===== config.mk =====
export PLATFORM = sky130hd
export DESIGN_NAME = tpu_tile_sequencer
export DESIGN_NICKNAME = d
export VERILOG_FILES = /design/src/rtl/tpu_tile_sequencer.sv
export SDC_FILE = /design/constraint.sdc
export NUM_CORES = 1
export LEC_CHECK = 0
export ABC_AREA = 1
export BUFFER_PORTS_ARGS = -buffer_cell sky130_fd_sc_hd__buf_4
export CAP_MARGIN = 20
export CORE_MARGIN = 4
export CORE_UTILIZATION = 51
export DETAILED_ROUTE_END_ITERATION = 8
export HOLD_SLACK_MARGIN = 0.05
export MAX_ROUTING_LAYER = met4
export PLACE_DENSITY_LB_ADDON = 0.2
export SYNTH_ARGS = -nofsm -noshare
export SYNTH_HDL_FRONTEND = slang
export SYNTH_SLANG_ARGS = --single-unit
export TNS_END_PERCENT = 100

===== constraint.sdc =====
create_clock -name clk -period 2.6 [get_ports clk]
set_input_delay 0.52 -clock clk [delete_from_list [all_inputs] [get_ports clk]]
set_output_delay 0.52 -clock clk [all_outputs]
set_load 0.02 [all_outputs]

===== src/rtl/tpu_tile_sequencer.sv =====
// Tile sequencer for the pre-load/systolic datapath: loads weights and activations,
// times the pre-load and calculate windows, then drains SIZE result columns per tile.
module tpu_tile_sequencer #(
  parameter int SIZE       = 8,
  parameter int MEM_SIZE   = SIZE*SIZE,
  parameter int ADDR_WIDTH = $clog2(MEM_SIZE),
  parameter int CW_CYCLES  = 3,
  parameter int CAL_CYCLES = 23,
  parameter int TILE_W     = 8
) (
  input  logic                    clk,
  input  logic                    rst,
  input  logic                    start,
  input  logic [TILE_W-1:0]       num_tiles,
  output logic                    busy,
  output logic                    done,
  input  logic                    wt_valid,
  output logic                    wt_ready,
  input  logic                    act_valid,
  output logic                    act_ready,
  output logic                    wt_we,
  output logic [ADDR_WIDTH-1:0]   wt_addr,
  output logic                    act_we,
  output logic [ADDR_WIDTH-1:0]   act_addr,
  output logic                    load_mem_done,
  output logic                    preload_weight,
  output logic                    preload_cweight,
  output logic                    cal,
  output logic                    out_valid,
  input  logic                    out_ready,
  output logic [$clog2(SIZE)-1:0] out_col,
  output logic [TILE_W-1:0]       tile_idx
);

  localparam int COL_W = $clog2(SIZE);
  localparam int CNT_W = ADDR_WIDTH + 1;
  localparam int CYC_W = $clog2(SIZE + CAL_CYCLES);

  localparam logic [CNT_W-1:0]  MEM_FULL     = CNT_W'(MEM_SIZE);
  localparam logic [CNT_W-1:0]  CNT_ONE      = CNT_W'(1);
  localparam logic [CYC_W-1:0]  CYC_ONE      = CYC_W'(1);
  localparam logic [CYC_W-1:0]  CYC_PRE_LAST = CYC_W'(SIZE - 1);
  localparam logic [CYC_W-1:0]  CYC_CAL_LAST = CYC_W'(CAL_CYCLES - 1);
  localparam logic [CYC_W-1:0]  CYC_CW       = CYC_W'(CW_CYCLES);
  localparam logic [COL_W-1:0]  COL_ONE      = COL_W'(1);
  localparam logic [COL_W-1:0]  COL_LAST     = COL_W'(SIZE - 1);
  localparam logic [TILE_W:0]   TILE_ONE     = (TILE_W+1)'(1);

  typedef enum logic [2:0] {
    S_IDLE, S_LOAD, S_PRELOAD, S_CAL, S_DRAIN, S_FIN
  } state_t;

  state_t              state_r, state_s;
  logic [CNT_W-1:0]    wt_cnt_r, wt_cnt_s, act_cnt_r, act_cnt_s;
  logic [CYC_W-1:0]    cyc_r, cyc_s;
  logic [COL_W-1:0]    col_s;
  logic [TILE_W-1:0]   tile_s, tiles_r, tiles_s;
  logic [TILE_W:0]     tile_inc_s;
  logic                busy_s, done_s, wt_ready_s, act_ready_s, lmd_s;
  logic                pw_s, pcw_s, cal_s, out_valid_s;

  assign wt_we      = wt_valid & wt_ready;
  assign act_we     = act_valid & act_ready;
  assign wt_addr    = wt_cnt_r[ADDR_WIDTH-1:0];
  assign act_addr   = act_cnt_r[ADDR_WIDTH-1:0];
  assign tile_inc_s = {1'b0, tile_idx} + TILE_ONE;

  // Next-state, counter and registered-output decode.
  always_comb begin
    state_s   = state_r;
    wt_cnt_s  = wt_cnt_r;
    act_cnt_s = act_cnt_r;
    cyc_s     = cyc_r;
    col_s     = out_col;
    tile_s    = tile_idx;
    tiles_s   = tiles_r;
    case (state_r)
      S_IDLE: begin
        if (start && (num_tiles != '0)) begin
          state_s   = S_LOAD;
          tiles_s   = num_tiles;
          tile_s    = '0;
          wt_cnt_s  = '0;
          act_cnt_s = '0;
          col_s     = '0;
        end else begin
          state_s = S_IDLE;
        end
      end
      S_LOAD: begin
        if (wt_we) wt_cnt_s = wt_cnt_r + CNT_ONE;
        else       wt_cnt_s = wt_cnt_r;
        if (act_we) act_cnt_s = act_cnt_r + CNT_ONE;
        else        act_cnt_s = act_cnt_r;
        if ((wt_cnt_s == MEM_FULL) && (act_cnt_s == MEM_FULL)) begin
          state_s = S_PRELOAD;
          cyc_s   = '0;
        end else begin
          state_s = S_LOAD;
        end
      end
      S_PRELOAD: begin
        if (cyc_r == CYC_PRE_LAST) begin
          state_s = S_CAL;
          cyc_s   = '0;
        end else begin
          cyc_s = cyc_r + CYC_ONE;
        end
      end
      S_CAL: begin
        if (cyc_r == CYC_CAL_LAST) begin
          state_s = S_DRAIN;
          cyc_s   = '0;
          col_s   = '0;
        end else begin
          cyc_s = cyc_r + CYC_ONE;
        end
      end
      S_DRAIN: begin
        if (out_valid && out_ready) begin
          if (out_col == COL_LAST) begin
            col_s = '0;
            // Another tile follows: restart loading from address 0.
            if (tile_inc_s < {1'b0, tiles_r}) begin
              tile_s    = tile_inc_s[TILE_W-1:0];
              wt_cnt_s  = '0;
              act_cnt_s = '0;
              state_s   = S_LOAD;
            end else begin
              state_s = S_FIN;
            end
          end else begin
            col_s = out_col + COL_ONE;
          end
        end else begin
          col_s = out_col;
        end
      end
      S_FIN:   state_s = S_IDLE;
      default: state_s = S_IDLE;
    endcase

    busy_s      = (state_s != S_IDLE);
    done_s      = (state_s == S_FIN);
    wt_ready_s  = (state_s == S_LOAD) && (wt_cnt_s < MEM_FULL);
    act_ready_s = (state_s == S_LOAD) && (act_cnt_s < MEM_FULL);
    lmd_s       = (state_r == S_LOAD) && (state_s == S_PRELOAD);
    pw_s        = (state_s == S_PRELOAD);
    pcw_s       = (state_s == S_PRELOAD) && (cyc_s < CYC_CW);
    cal_s       = (state_s == S_CAL);
    out_valid_s = (state_s == S_DRAIN);
  end

  // State, counters and registered control outputs.
  always_ff @(posedge clk) begin
    if (!rst) begin
      state_r         <= S_IDLE;
      wt_cnt_r        <= '0;
      act_cnt_r       <= '0;
      cyc_r           <= '0;
      tiles_r         <= '0;
      out_col         <= '0;
      tile_idx        <= '0;
      busy            <= 1'b0;
      done            <= 1'b0;
      wt_ready        <= 1'b0;
      act_ready       <= 1'b0;
      load_mem_done   <= 1'b0;
      preload_weight  <= 1'b0;
      preload_cweight <= 1'b0;
      cal             <= 1'b0;
      out_valid       <= 1'b0;
    end else begin
      state_r         <= state_s;
      wt_cnt_r        <= wt_cnt_s;
      act_cnt_r       <= act_cnt_s;
      cyc_r           <= cyc_s;
      tiles_r         <= tiles_s;
      out_col         <= col_s;
      tile_idx        <= tile_s;
      busy            <= busy_s;
      done            <= done_s;
      wt_ready        <= wt_ready_s;
      act_ready       <= act_ready_s;
      load_mem_done   <= lmd_s;
      preload_weight  <= pw_s;
      preload_cweight <= pcw_s;
      cal             <= cal_s;
      out_valid       <= out_valid_s;
    end
  end

endmodule

==> run summary <==
The arrival time at the worst endpoint is 2.62 ns. The clock insertion delay at the later pin of the skew report is 0.30 ns. The actual slew at the worst max-slew pin came out at 0.3174 ns. Counting stages on the worst path, the most repeated cell is sky130_fd_sc_hd__nor2_1. The final total power is 1.622 mW. The total overflow left after global routing is 0. The max-slew violation count came out at 0. The setup violation total in the final timing report came out at 0. The post-route met1 wirelength came out at 3.419 mm. The power density over the cells came out at 456.8 mW/mm². The pin count of the biggest net entering global routing came out at 22.

The post-detailed-placement cell area came out at 0.003400 mm². Dividing the detail-routed wire length by the instance count gives 11.77 µm. The overall via count from detail_route came out at 2915. The met2 wirelength from detailed routing is 3.025 mm.

The vias per cell is 4.983. The tool flagged a number of max-cap violations equal to 0. The cell area after synthesis is 0.003033 mm². The clock passes through at most 2 buffers. The highest clock frequency the design can meet came out at 412.1 MHz. The final-report hold violation count came out at 0.

Dividing the final minimum period by the clock period gives 93.34%. The worst path required time is 2.79 ns. VDD sags by at most 0.0003610 V.

In this run the clock root is driven by a sky130_fd_sc_hd__clkbuf_8. For this design, the CTS-stage hold fixing added 0 buffers. The floorplan step defined a die boundary enclosing 0.007245 mm². The diode insertion count for antenna repair is 0. In this design, the stage delay of the slowest critical-path cell is 0.37 ns.

The highest routing layer actually used is met4. The commonest non-fill, non-tap cell in the layout is sky130_fd_sc_hd__nand2_1. The final period demand of the worst path came out at 2.427 ns. The number of antenna violations at the first check in global routing was 0. The relative slew slack is 78.71%. In the layout the commonest cells are sky130_fd_sc_hd__nand2_1, sky130_fd_sc_hd__inv_1, sky130_fd_sc_hd__nor2_1. The worst setup path is of the reg2reg kind. The first global-routing pass estimated 11.51 mm of wire. The number of synthesized register bits is 50. The remaining antenna violation count after routing is 0. The largest individual stage delay along the critical path comes from the cell sky130_fd_sc_hd__dfxtp_2.

The final net count is 540. The DRC violation count after routing is 0. In this run the static leakage power is 1.737 nW.

The first routing iteration left 93 violations. After synthesis, the cell types taking the most area are sky130_fd_sc_hd__dfxtp_1, sky130_fd_sc_hd__nand2_1, sky130_fd_sc_hd__inv_1, sky130_fd_sc_hd__nor2_1, sky130_fd_sc_hd__ha_1. The initialized floorplan defines 27 standard-cell rows. The core box area is 0.005642 mm². The cell type contributing the most total cell area after synthesis is sky130_fd_sc_hd__dfxtp_1. The finished layout cell area is 0.003551 mm². The clock sink count came out at 50. For this run, the detailed router's first-pass iteration total came to 4. The relative area change from synthesis to final layout is 17.08%. The sum of net half-perimeters after detailed placement is 5.232 mm. The overall fraction of global-route tracks in use came out at 19.68%.

The critical path endpoint category is a register. The fraction of layout cells with a size suffix above 1 came out at 17.74%. Each instance of the synthesized netlist takes up on average 6.453 µm². The detailed-routed wire length on met3 came out at 411 µm. The vertical die dimension is 85.12 µm. The min-delay analysis places its worst path in the category reg2reg. The placer's final routability congestion estimate came out at 0.9179. The via count of the first global-routing pass is 2642. The maximum fanout count along the critical path came out at 16. The worst setup path is launched from a register. The run finished with clean final reports. 48 I/O pins were placed. Measured along the x axis, the die boundary spans 85.12 µm. The worst clock skew on the final layout came out at 0.007119 ns.

The clock-pin slew on the worst setup and hold paths is 0.09 ns. The synthesis warning total came out at 0. Summed over all layers, the routed wires come to 6.888 mm. The initial core utilization is 53.76%. The register area share after synthesis is 33.00%. The H-tree depth reported by CTS is 2. The count of port buffers added during placement is 47.

Counting every instance in the synthesized netlist gives 470. The unique cell type count in the Yosys netlist came out at 37. TritonCTS built the clock tree. The net count of the mapped netlist came out at 498. The proportion of netlist area held by the largest area contributor came out at 33.00%. The number of buffers created by CTS came out at 5. Walking the worst path, the cells encountered are ha_2 > nand3_4 > xor2_2 > ha_1 > a21oi_1 > o21a_1 > nor2_1 > nor2_2 > nand3_2 > a21boi_4 > buf_12 > nand2_1 > o21ai_1 > nor2_1.
kinds of logic after synthesis:
kind of cell | Yosys count | share of synthesized area, %
compound gates | 63 | 11.80
buf+inv | 94 | 13.41
flops | 50 | 33.00
xor+xnor | 5 | 1.444
simple gates | 244 | 34.57
fa+ha+maj | 14 | 5.776
timing repair:
item | in CTS | in global routing
resized for setup | 0 | 9
endpoints found under the setup margin | 0 | 24
setup buffers | 0 | 1
area by class of cell:
class | count | area (µm²)
tap | 72 | 90.09
fill | 529 | 2091
clock buffer | 7 | 86.33
clock inverter | 1 | 8.758
multi-input combinational | 326 | 1657
timing repair buffer | 55 | 425.4
sequential | 50 | 1006
inverter | 74 | 277.8
registers in the layout, indices dropped and copies added (netlist names), 3 cells and up:
signal / flops
out_col: 3
cyc_r: 5
tile_idx: 8
act_cnt_r: 7
tiles_r: 8
wt_cnt_r: 7
state_r: 3
worst paths after layout:
check	from	endpoint	slack, ns	cells past startpoint
max reg2reg	tile_idx[1]	tile_idx[1]	0.17	14
min	tiles_r[0]	tiles_r[0]	0.47	2
max	tile_idx[1]	tile_idx[1]	0.17	14
min reg2reg	tiles_r[0]	tiles_r[0]	0.47	2
where the power goes:
part           switching [mW]  internal (mW)
Sequential             0.0238          0.796
Combinational           0.191          0.129
Clock                   0.262          0.220
Total                   0.477           1.15
through the flow:
| stage | hold WS, ns | util (%) | setup WS (ns) | std cells | TNS [ns] |
|---|---|---|---|---|---|
| floorplan | 0.4239 | - | 0.1576 | 470 | 0 |
| global placement | 0.4484 | 60.26 | 0.1193 | 576 | 0 |
| detailed placement | 0.4515 | 60.26 | 0.04760 | 576 | 0 |
| CTS | 0.4655 | 61.94 | 0.03551 | 584 | 0 |
| global route | 0.5021 | 62.94 | -0.01876 | 585 | -0.03005 |
| finish | 0.4654 | 62.94 | 0.1732 | 585 | 0 |
critical path: cells and delay by family, from the launching register on:
kind | cells | cell delay, ns
AO/OA/AOI/OAI | 4 | 0.55
AND/OR/NAND/NOR | 6 | 0.53
XOR/XNOR | 1 | 0.17
flip-flops | 1 | 0.37
adder cells (fa/ha/maj) | 2 | 0.54
buffers and inverters | 1 | 0.15
routing by layer:
layer	up-vias	track usage, %
li1	1548	-
met2	74	29.38
met4	0	5.899
met3	2	3.689
met1	1291	26.95
met5	-	-
Yosys cell counts:
cell,n
sky130_fd_sc_hd__a21boi_0,1
sky130_fd_sc_hd__a21boi_1,1
sky130_fd_sc_hd__a21boi_4,1
sky130_fd_sc_hd__a21oi_1,31
sky130_fd_sc_hd__a31oi_1,1
sky130_fd_sc_hd__buf_2,1
sky130_fd_sc_hd__buf_4,12
sky130_fd_sc_hd__buf_6,1
sky130_fd_sc_hd__clkbuf_1,6
sky130_fd_sc_hd__clkinv_1,2
sky130_fd_sc_hd__dfxtp_1,50
sky130_fd_sc_hd__ha_1,14
sky130_fd_sc_hd__inv_1,66
sky130_fd_sc_hd__inv_2,6
sky130_fd_sc_hd__nand2_1,127
sky130_fd_sc_hd__nand2_2,3
sky130_fd_sc_hd__nand3_1,30
sky130_fd_sc_hd__nand3_2,3
sky130_fd_sc_hd__nand3b_1,2
sky130_fd_sc_hd__nand4_1,6
sky130_fd_sc_hd__nor2_1,58
sky130_fd_sc_hd__nor2_2,4
sky130_fd_sc_hd__nor2_4,2
sky130_fd_sc_hd__nor3_1,4
sky130_fd_sc_hd__nor3_2,1
sky130_fd_sc_hd__nor4_1,2
sky130_fd_sc_hd__o211ai_1,1
sky130_fd_sc_hd__o21a_1,1
sky130_fd_sc_hd__o21ai_0,12
sky130_fd_sc_hd__o21ai_1,7
sky130_fd_sc_hd__o21ai_2,1
sky130_fd_sc_hd__o21bai_1,5
sky130_fd_sc_hd__o22ai_1,1
sky130_fd_sc_hd__or2_1,1
sky130_fd_sc_hd__or2_2,1
sky130_fd_sc_hd__xnor2_1,2
sky130_fd_sc_hd__xor2_1,3
Power figures use the tool's default switching activity.
